[src/rtl/alu_pipe.sv]
// alu_pipe: handshaked ALU stage. Single-cycle ops finish on the accept edge.
// MUL runs an iterative shift-add multiply over WIDTH cycles.
//
// state  | meaning
// S_IDLE | no result held, ready for a new operation
// S_MUL  | shift-add multiply in progress, input port closed
// S_DONE | result and flags held until the consumer takes them
module alu_pipe #(
    parameter int WIDTH   = 32,
    parameter int SHAMT_W = 5
) (
    input  logic               clock,
    input  logic               reset,
    input  logic               in_valid,
    output logic               in_ready,
    input  logic [4:0]         opcode,
    input  logic [WIDTH-1:0]   data_a,
    input  logic [WIDTH-1:0]   data_b,
    input  logic [SHAMT_W-1:0] shamt,
    output logic               out_valid,
    input  logic               out_ready,
    output logic [WIDTH-1:0]   result,
    output logic               overflow,
    output logic               is_not_equal,
    output logic               is_less_than,
    output logic               illegal_op
);

    localparam logic [4:0] OP_ADD = 5'b00000;
    localparam logic [4:0] OP_SUB = 5'b00001;
    localparam logic [4:0] OP_AND = 5'b00010;
    localparam logic [4:0] OP_OR  = 5'b00011;
    localparam logic [4:0] OP_SLL = 5'b00100;
    localparam logic [4:0] OP_SRA = 5'b00101;
    localparam logic [4:0] OP_MUL = 5'b00110;

    localparam logic [SHAMT_W:0] CNT_ONE  = (SHAMT_W+1)'(1);
    localparam logic [SHAMT_W:0] CNT_LAST = (SHAMT_W+1)'(WIDTH-1);

    typedef enum logic [1:0] {S_IDLE, S_MUL, S_DONE} state_t;

    state_t             state_q;
    logic               out_valid_q;
    logic [WIDTH-1:0]   result_q;
    logic               overflow_q;
    logic               ne_q;
    logic               lt_q;
    logic               ill_q;
    logic [2*WIDTH-1:0] mcand_q;
    logic [WIDTH-1:0]   mplier_q;
    logic [2*WIDTH-1:0] acc_q;
    logic [SHAMT_W:0]   cnt_q;

    logic [WIDTH-1:0]   res_d;
    logic               ovf_d;
    logic               ill_d;
    logic               ne_d;
    logic               lt_d;
    logic [2*WIDTH-1:0] mul_sum;
    logic               accept;

    // out_ready reaches in_ready combinationally so a held result can be
    // replaced by the next operation in the same cycle it is consumed.
    assign in_ready = !reset &&
                      ((state_q == S_IDLE) || ((state_q == S_DONE) && out_ready));
    assign accept   = in_valid && in_ready;
    assign mul_sum  = acc_q + (mplier_q[0] ? mcand_q : '0);

    assign out_valid    = out_valid_q;
    assign result       = result_q;
    assign overflow     = overflow_q;
    assign is_not_equal = ne_q;
    assign is_less_than = lt_q;
    assign illegal_op   = ill_q;

    // Single-cycle result, overflow and comparison flags for the offered op
    always_comb begin
        res_d = '0;
        ovf_d = 1'b0;
        ill_d = 1'b0;
        unique case (opcode)
            OP_ADD: begin
                res_d = data_a + data_b;
                ovf_d = (data_a[WIDTH-1] == data_b[WIDTH-1]) &&
                        (res_d[WIDTH-1] != data_a[WIDTH-1]);
            end
            OP_SUB: begin
                res_d = data_a - data_b;
                ovf_d = (data_a[WIDTH-1] != data_b[WIDTH-1]) &&
                        (res_d[WIDTH-1] != data_a[WIDTH-1]);
            end
            OP_AND:  res_d = data_a & data_b;
            OP_OR:   res_d = data_a | data_b;
            OP_SLL:  res_d = data_a << shamt;
            OP_SRA:  res_d = $signed(data_a) >>> shamt;
            OP_MUL:  res_d = '0;
            default: ill_d = 1'b1;
        endcase
        ne_d = !ill_d && (data_a != data_b);
        lt_d = !ill_d && ($signed(data_a) < $signed(data_b));
    end

    // Sequencer: accept, multiply iterations and output hold
    always_ff @(posedge clock) begin
        if (reset) begin
            state_q     <= S_IDLE;
            out_valid_q <= 1'b0;
            result_q    <= '0;
            overflow_q  <= 1'b0;
            ne_q        <= 1'b0;
            lt_q        <= 1'b0;
            ill_q       <= 1'b0;
            mcand_q     <= '0;
            mplier_q    <= '0;
            acc_q       <= '0;
            cnt_q       <= '0;
        end else begin
            case (state_q)
                S_MUL: begin
                    acc_q    <= mul_sum;
                    mcand_q  <= mcand_q << 1;
                    mplier_q <= mplier_q >> 1;
                    cnt_q    <= cnt_q + CNT_ONE;
                    if (cnt_q == CNT_LAST) begin
                        state_q     <= S_DONE;
                        out_valid_q <= 1'b1;
                        result_q    <= mul_sum[WIDTH-1:0];
                        overflow_q  <= |mul_sum[2*WIDTH-1:WIDTH];
                    end
                end
                default: begin
                    if (accept) begin
                        ne_q  <= ne_d;
                        lt_q  <= lt_d;
                        ill_q <= ill_d;
                        if (opcode == OP_MUL) begin
                            state_q     <= S_MUL;
                            out_valid_q <= 1'b0;
                            result_q    <= '0;
                            overflow_q  <= 1'b0;
                            mcand_q     <= {{WIDTH{1'b0}}, data_a};
                            mplier_q    <= data_b;
                            acc_q       <= '0;
                            cnt_q       <= '0;
                        end else begin
                            state_q     <= S_DONE;
                            out_valid_q <= 1'b1;
                            result_q    <= res_d;
                            overflow_q  <= ovf_d;
                        end
                    end else if ((state_q == S_DONE) && out_ready) begin
                        state_q     <= S_IDLE;
                        out_valid_q <= 1'b0;
                    end
                end
            endcase
        end
    end

endmodule

[config.mk]
export PLATFORM = sky130hd
export DESIGN_NAME = alu_pipe
export DESIGN_NICKNAME = d
export VERILOG_FILES = /design/src/rtl/alu_pipe.sv
export SDC_FILE = /design/constraint.sdc
export NUM_CORES = 1
export LEC_CHECK = 0
export BUFFER_PORTS_ARGS = -buffer_cell sky130_fd_sc_hd__buf_2
export CORE_MARGIN = 10
export CORE_UTILIZATION = 50
export CTS_CLUSTER_DIAMETER = 60
export DETAILED_ROUTE_END_ITERATION = 8
export PLACE_DENSITY = 0.63
export SLEW_MARGIN = 25
export SYNTH_ARGS = -nofsm -noshare
export SYNTH_HDL_FRONTEND = slang
export SYNTH_SLANG_ARGS = --single-unit
export TNS_END_PERCENT = 30
[constraint.sdc]
create_clock -name clock -period 5.2 [get_ports clock]
set_clock_uncertainty 0.15 [all_clocks]
set_input_delay 0.52 -clock clock [delete_from_list [all_inputs] [get_ports clock]]
set_output_delay 0.52 -clock clock [all_outputs]
set_load 0.03 [all_outputs]
==> flow_summary_export.csv, run 1 <==
group,metric,value,unit
final_layout,antenna_cells_inserted,0,
synthesis,synth_commonest_cells,"a21oi_1 (353), nand2_1 (300), nor2_1 (254)",
critical_path,cp.arrival,5050,ps
min_path,min_to,"state_q[1]",
synthesis,ys_ff_latch,204,
global_route,grt_use_total,0.3469,
critical_path,start_kind,"flip-flop",
global_route,antenna_found_initial,1,
floorplanning,initial_core_util,0.5069,
synthesis,synth_area_leaders,"dfxtp_1 (20%), ha_1 (9.7%), a21oi_1 (8.5%)",
global_route,grt_max_degree,156,
final_layout,nets,3042,
drt,routedLengthMet1,34.34,mm
critical_path,critPathMaxFanout,64,
drt,wl_met3,8.196,mm
placement,dpl_worst_slack,672.6,ps
drt,drtIter0Drc,2568,
synthesis,synth_mux_area_frac,0.09487,
clock_tree,cts_tree,"built",
final_layout,fill_cells,3957,
critical_path,r2r_start,"mplier_q[0]",
drt,wl_per_cell,27.14,um
floorplanning,die_area,50040,um^2
placement,post_dp_cell_area,21510,um^2
critical_path,crit_type,"reg2reg",
sta,relSlewSlack,0.2730,
critical_path,critPathCaptureType,"flip-flop",
clock_tree,post_cts_resized,0,
final_layout,utilization,0.5502,
drt,firstDrtPassIters,6,
placement,gp_congestion,1.009,
sta,fin_crit_sh,0.9076,
sta,fmax,211.9,MHz
drt,vias_per_cell,6.772,
floorplanning,die_x,223.7,um
clock_tree,cts-root-buf,"clkbuf_16",
global_route,grt_pass1_wl,135.5,mm
min_path,hold_path_depth,4,
synthesis,synth_warnings,0,
drt,routed_wl,91.01,mm
synthesis,post_synth.cell_area_avg,7.364,um^2
critical_path,ff2ff_setup_slack,480,ps
final_layout,final_cell_area,22520,um^2
floorplanning,rows,74,
critical_path,crit_chain,"buf_12, and2_1, ha_1, a21oi_1, o221ai_1, a31oi_1, o221ai_1, o21ai_1, a21oi_1, or2_2, o311ai_0, nand4_1, nor4_1, nor3_1",
final_layout,area_growth,8.534,%
power_and_ir_drop,p_leak,0.009025,uW
sta,finalHoldViolCount,0,
floorplanning,dieHeight,223.7,um
synthesis,synth_top_cell_area_share,0.1969,
synthesis,synth_area,20740,um^2
global_route,gr-total-overflow,0,
clock_tree,numCtsBuffers,29,
sta,setup_tns,0,ps
synthesis,yosysSeqAreaShare,0.1969,
critical_path,cp.required,5530,ps
drt,ant_nets,0,
drt,top_layer,"met4",
synthesis,synth_compound_area_frac,0.3006,
clock_tree,cts_setup_buffers,0,
floorplanning,core,40920,um^2
sta,rsz0062_at_grt,"false",
power_and_ir_drop,power_density,213.6,nW/um^2
critical_path,cpMaxStageDelayCell,"o311ai_0",
synthesis,synth_edf_count,0,
run_status,status,"finished, final reports clean",
synthesis,ys.flop_type,"dfxtp_1",
min_path,hp-class,"in2reg",
clock_tree,clkTransAtPathRegs,60,ps
placement,port_buffers,115,
power_and_ir_drop,power,4810,uW
sta,min_period,4719,ps
placement,hpwl,70.01,mm
sta,tightest_slew,1079,ps
drt,drc,0,
critical_path,slowest_delay,680,ps
synthesis,synth_xor_area_frac,0.02304,
flow_run,cap_violations,0,
power_and_ir_drop,ir_drop,255.1,uV
synthesis,syn_inst,2817,
clock_tree,h-tree-depth,1,
critical_path,r2r_end,"overflow",
floorplanning,io_pins,116,
drt,wl_met2,41.26,mm
sta,worst_slack,480.5,ps
critical_path,worstRegToRegCells,14,
synthesis,syn-num-nets,3059,
synthesis,synth_fa_ha_area_frac,0.1000,
final_layout,drive_gt1_frac,0.1152,
synthesis,yosysTopAreaCell,"dfxtp_1",
synthesis,synth_cell_types,111,
synthesis,async_flop_share,0,
min_path,min-delay-start,"out_ready",
drt,vias,22710,
synthesis,synth.most_common_cell,"a21oi_1",
clock_tree,ctsHoldBuffers,0,
sta,drv_slew,0,
clock_tree,clock_latency,610,ps
synthesis,synth_top_family_by_area,"compound AO/OA/AOI/OAI gates",
clock_tree,cts_buffer_depth,3,
sta,finalSetupViolCount,0,
clock_tree,clock-sinks,204,
synthesis,synth-simple-area-share,0.2167,
global_route,grt_pass1_vias,21740,
[logic make-up after synthesis]
logic type / count (synthesis)
mux: 150
xor+xnor: 53
fa+ha+maj: 164
buf+inv: 334
flops: 204
simple gates: 953
compound gates: 959
[routing by layer]
layer | global-route usage | vias to the layer above
met3 | 0.07319 | 316
met4 | 0.2332 | 0
met5 | 0 | -
met2 | 0.5620 | 1213
met1 | 0.4073 | 10860
li1 | - | 10320
[how the worst max path moves through the flow]
stage          endpoint  slack [ps]        start
2_1_floorplan  overflow        1150  mplier_q[0]
3_3_place_gp   overflow         710  mplier_q[0]
3_5_place_dp   overflow         670  mplier_q[0]
4_1_cts        overflow         650  mplier_q[0]
5_1_grt        overflow         230  mplier_q[0]
6_report       overflow         480  mplier_q[0]
[flip-flops by register name, summed over array words and instances (netlist names)]
name	flops
cnt_q	6
mplier_q	32
illegal_op	1
overflow	1
is_not_equal	1
acc_q	64
is_less_than	1
result	32
state_q	2
mcand_q	64
[cell usage in the layout (no fill, tap or decap), types with 11 or more instances in the layout]
cell and instances:
nor2b_1 11, mux4_2 36, a31oi_1 19, clkbuf_16 29, o31ai_1 15, o21bai_1 20
xor2_1 22, a22oi_1 83, a221oi_1 22, and2_1 75, buf_2 112, a211o_1 11
dfxtp_1 204, buf_4 51, o211ai_1 25, nor4_1 12, a21oi_1 353, mux2_2 13
o22ai_1 21, nor2_1 251, nand3_1 86, a311oi_1 14, inv_1 116, nor3_1 59
xnor2_1 30, or3_1 14, o221ai_1 18, o21ai_0 160, nand2b_1 18, a211oi_1 32
nand4_1 50, nand2_1 299, and3_1 17, a21o_1 32, o21a_1 25, mux2i_1 101
ha_1 161
[power breakdown]
| part | internal, uW | total (uW) | switching (uW) |
|---|---|---|---|
| clock | 1250 | 2110 | 862 |
| combinational | 365 | 1110 | 740 |
| sequential | 1580 | 1600 | 16.2 |
| total | 3190 | 4810 | 1620 |
[critical path: cells and delay by family (launching register included)]
kind,cells,cell delay (ps)
compound gates,7,2170
fa+ha+maj,1,320
simple gates,5,1260
flops,1,380
buf+inv,1,280
[per-stage QoR]
step,cells,hold slack (ps)
6_report,3353,68.86
5_1_grt,3353,93.96
4_1_cts,3353,48.99
3_5_place_dp,3301,300.4
3_3_place_gp,3301,293.7
2_1_floorplan,2817,286.8
[layout make-up]
class / instances / area (um^2) / share of cell area
multi-input combinational: 2279 / 15300 / 0.6795
sequential: 204 / 4084 / 0.1814
timing repair buffer: 168 / 1026 / 0.04557
clock buffer: 37 / 795.8 / 0.03534
tap: 532 / 665.6 / 0.02956
inverter: 118 / 442.9 / 0.01967
clock inverter: 15 / 202.7 / 0.009003
(Power assumes the default switching activity.)
==> run 2, diff against run 1 <==
--- a/config.mk
+++ b/config.mk
@@ -11,5 +11,5 @@
 export CTS_CLUSTER_DIAMETER = 60
 export DETAILED_ROUTE_END_ITERATION = 8
-export PLACE_DENSITY = 0.63
+export PLACE_DENSITY = 0.66
 export SLEW_MARGIN = 25
 export SYNTH_ARGS = -nofsm -noshare
==> constraint.sdc (replaced) <==
create_clock -name clock -period 5.2 [get_ports clock]
set_clock_uncertainty 0.15 [all_clocks]
set_input_delay 0.26 -clock clock [delete_from_list [all_inputs] [get_ports clock]]
set_output_delay 0.26 -clock clock [all_outputs]
set_load 0.03 [all_outputs]
==> flow_summary_export.csv, run 2 (synthesis results as in run 1) <==
group,metric,value,unit
final_layout,nets,3085,
global_route,grt_max_degree,156,
critical_path,critPathMaxFanout,58,
critical_path,cp.required,5550,ps
floorplanning,io_pins,116,
drt,drtIter0Drc,2842,
sta,worst_slack,476.1,ps
clock_tree,cts_setup_buffers,0,
sta,drv_slew,0,
placement,hpwl,69.50,mm
critical_path,crit_type,"reg2reg",
drt,vias_per_cell,6.752,
placement,gp_congestion,1.073,
floorplanning,die_x,223.7,um
clock_tree,clkTransAtPathRegs,60,ps
global_route,grt.met3_usage,0.08009,
clock_tree,h-tree-depth,1,
sta,fmax,211.7,MHz
floorplanning,initial_core_util,0.5069,
critical_path,critPathCaptureType,"flip-flop",
sta,fin_crit_sh,0.9084,
floorplanning,die_area,50040,um^2
sta,finalHoldViolCount,0,
global_route,gr-total-overflow,0,
flow_run,cap_violations,0,
global_route,grt_use_total,0.3461,
global_route,grt_pass1_wl,135.9,mm
drt,ant_nets,0,
power_and_ir_drop,power_density,209.9,nW/um^2
clock_tree,clock-sinks,204,
placement,dpl_worst_slack,586.8,ps
final_layout,top_regs,"acc_q: 64 flops, mcand_q: 64 flops",
run_status,status,"finished, final reports clean",
sta,rsz0062_at_grt,"false",
sta,relSlewSlack,0.3288,
sta,finalSetupViolCount,0,
clock_tree,numCtsBuffers,29,
floorplanning,core,40920,um^2
clock_tree,post_cts_resized,0,
global_route,antenna_found_initial,3,
final_layout,final_common_cell,"a21oi_1",
sta,min_period,4724,ps
floorplanning,dieHeight,223.7,um
power_and_ir_drop,ir_drop,381.5,uV
drt,firstDrtPassIters,6,
drt,routed_wl,91.12,mm
power_and_ir_drop,power,4821,uW
global_route,met2_usage,0.5541,
power_and_ir_drop,p_leak,0.009239,uW
critical_path,start_kind,"flip-flop",
final_layout,mostFrequentLayoutCells,"a21oi_1 (353), nand2_1 (299), nor2_1 (252)",
floorplanning,rows,74,
global_route,grt_pass1_vias,21790,
drt,wl_per_cell,26.81,um
global_route,use_met1,0.4187,
clock_tree,cts_buffer_depth,3,
final_layout,area_growth,10.70,%
sta,tightest_slew,981.5,ps
min_path,hp-class,"in2reg",
drt,drc,0,
drt,vias,22940,
clock_tree,clock_latency,620,ps
clock_tree,cts-root-buf,"clkbuf_16",
critical_path,cp.arrival,5070,ps
global_route,grt_busiest_layer,"met2",
sta,setup_tns,0,ps
clock_tree,cts_tree,"built",
placement,port_buffers,115,
final_layout,drive_gt1_frac,0.1117,
run 2: cell types whose count changed in the layout (fill, tap and decap cells not counted), sizes merged:
cell	change
clkinv	+2
clkbuf	-1
diode	+2
dlygate4sd3	+48
buf	-5
inv	-1
run 2: per-stage QoR:
step | hold WS [ps] | util | area (um^2) | std cells
global placement | 292.8 | 0.5246 | 21470 | 3296
CTS | 4.943 | 0.5609 | 22950 | 3396
floorplan | 286.8 | - | 20740 | 2817
detailed placement | 297.3 | 0.5246 | 21470 | 3296
global route | 35.87 | 0.5610 | 22960 | 3396
finish | 24.27 | 0.5611 | 22960 | 3398
run 2: worst paths after layout:
kind                    start     endpoint  slack (ps)  cells past startpoint
setup reg to reg  mplier_q[0]     overflow         480                     14
setup / recovery  mplier_q[0]     overflow         480                     14
hold / removal      data_a[3]   mcand_q[3]          20                      3
hold reg to reg   mplier_q[6]  mplier_q[6]         300                      2
run 2: layout make-up:
| cell class | count | area, um^2 |
|---|---|---|
| well taps | 532 | 665.6 |
| flip-flops and latches | 204 | 4084 |
| diodes | 2 | 5.005 |
| fillers | 3921 | 17960 |
| clock inverters | 16 | 210.2 |
| repair buffers | 211 | 1463 |
| inverters | 118 | 442.9 |
| clock buffers | 36 | 792.0 |
| multi-input cells | 2279 | 15300 |
run 2: timing repair:
action / in CTS / in global routing
hold endpoints to repair: 44 / 0
hold buffers: 48 / 0
setup endpoints to repair: 0 / 0
run 2: worst max-delay path: stages (launching register included):
cell and delay, ps:
dfxtp_1 450, buf_12 260, and2_1 220, ha_1 340
a21oi_2 260, o21ai_0 110, a21oi_1 350, o221ai_1 230
o21ai_1 310, a21oi_1 260, or2_2 350, o311ai_0 750
nand4_1 160, nor4_1 280, nor3_1 80
run 2: power by group:
part	leakage, uW	switching (uW)	internal [uW]
Clock	0.000490	856	1240
Sequential	0.00165	15.1	1580
Combinational	0.00710	747	379
Total	0.00924	1620	3200
run 2: routing by layer:
| layer | up-vias | share of wire |
|---|---|---|
| met1 | 10890 | 0.39 |
| met2 | 1346 | 0.45 |
| met5 | - | 0.00013 |
| met3 | 303 | 0.097 |
| met4 | 2 | 0.067 |
| li1 | 10400 | - |
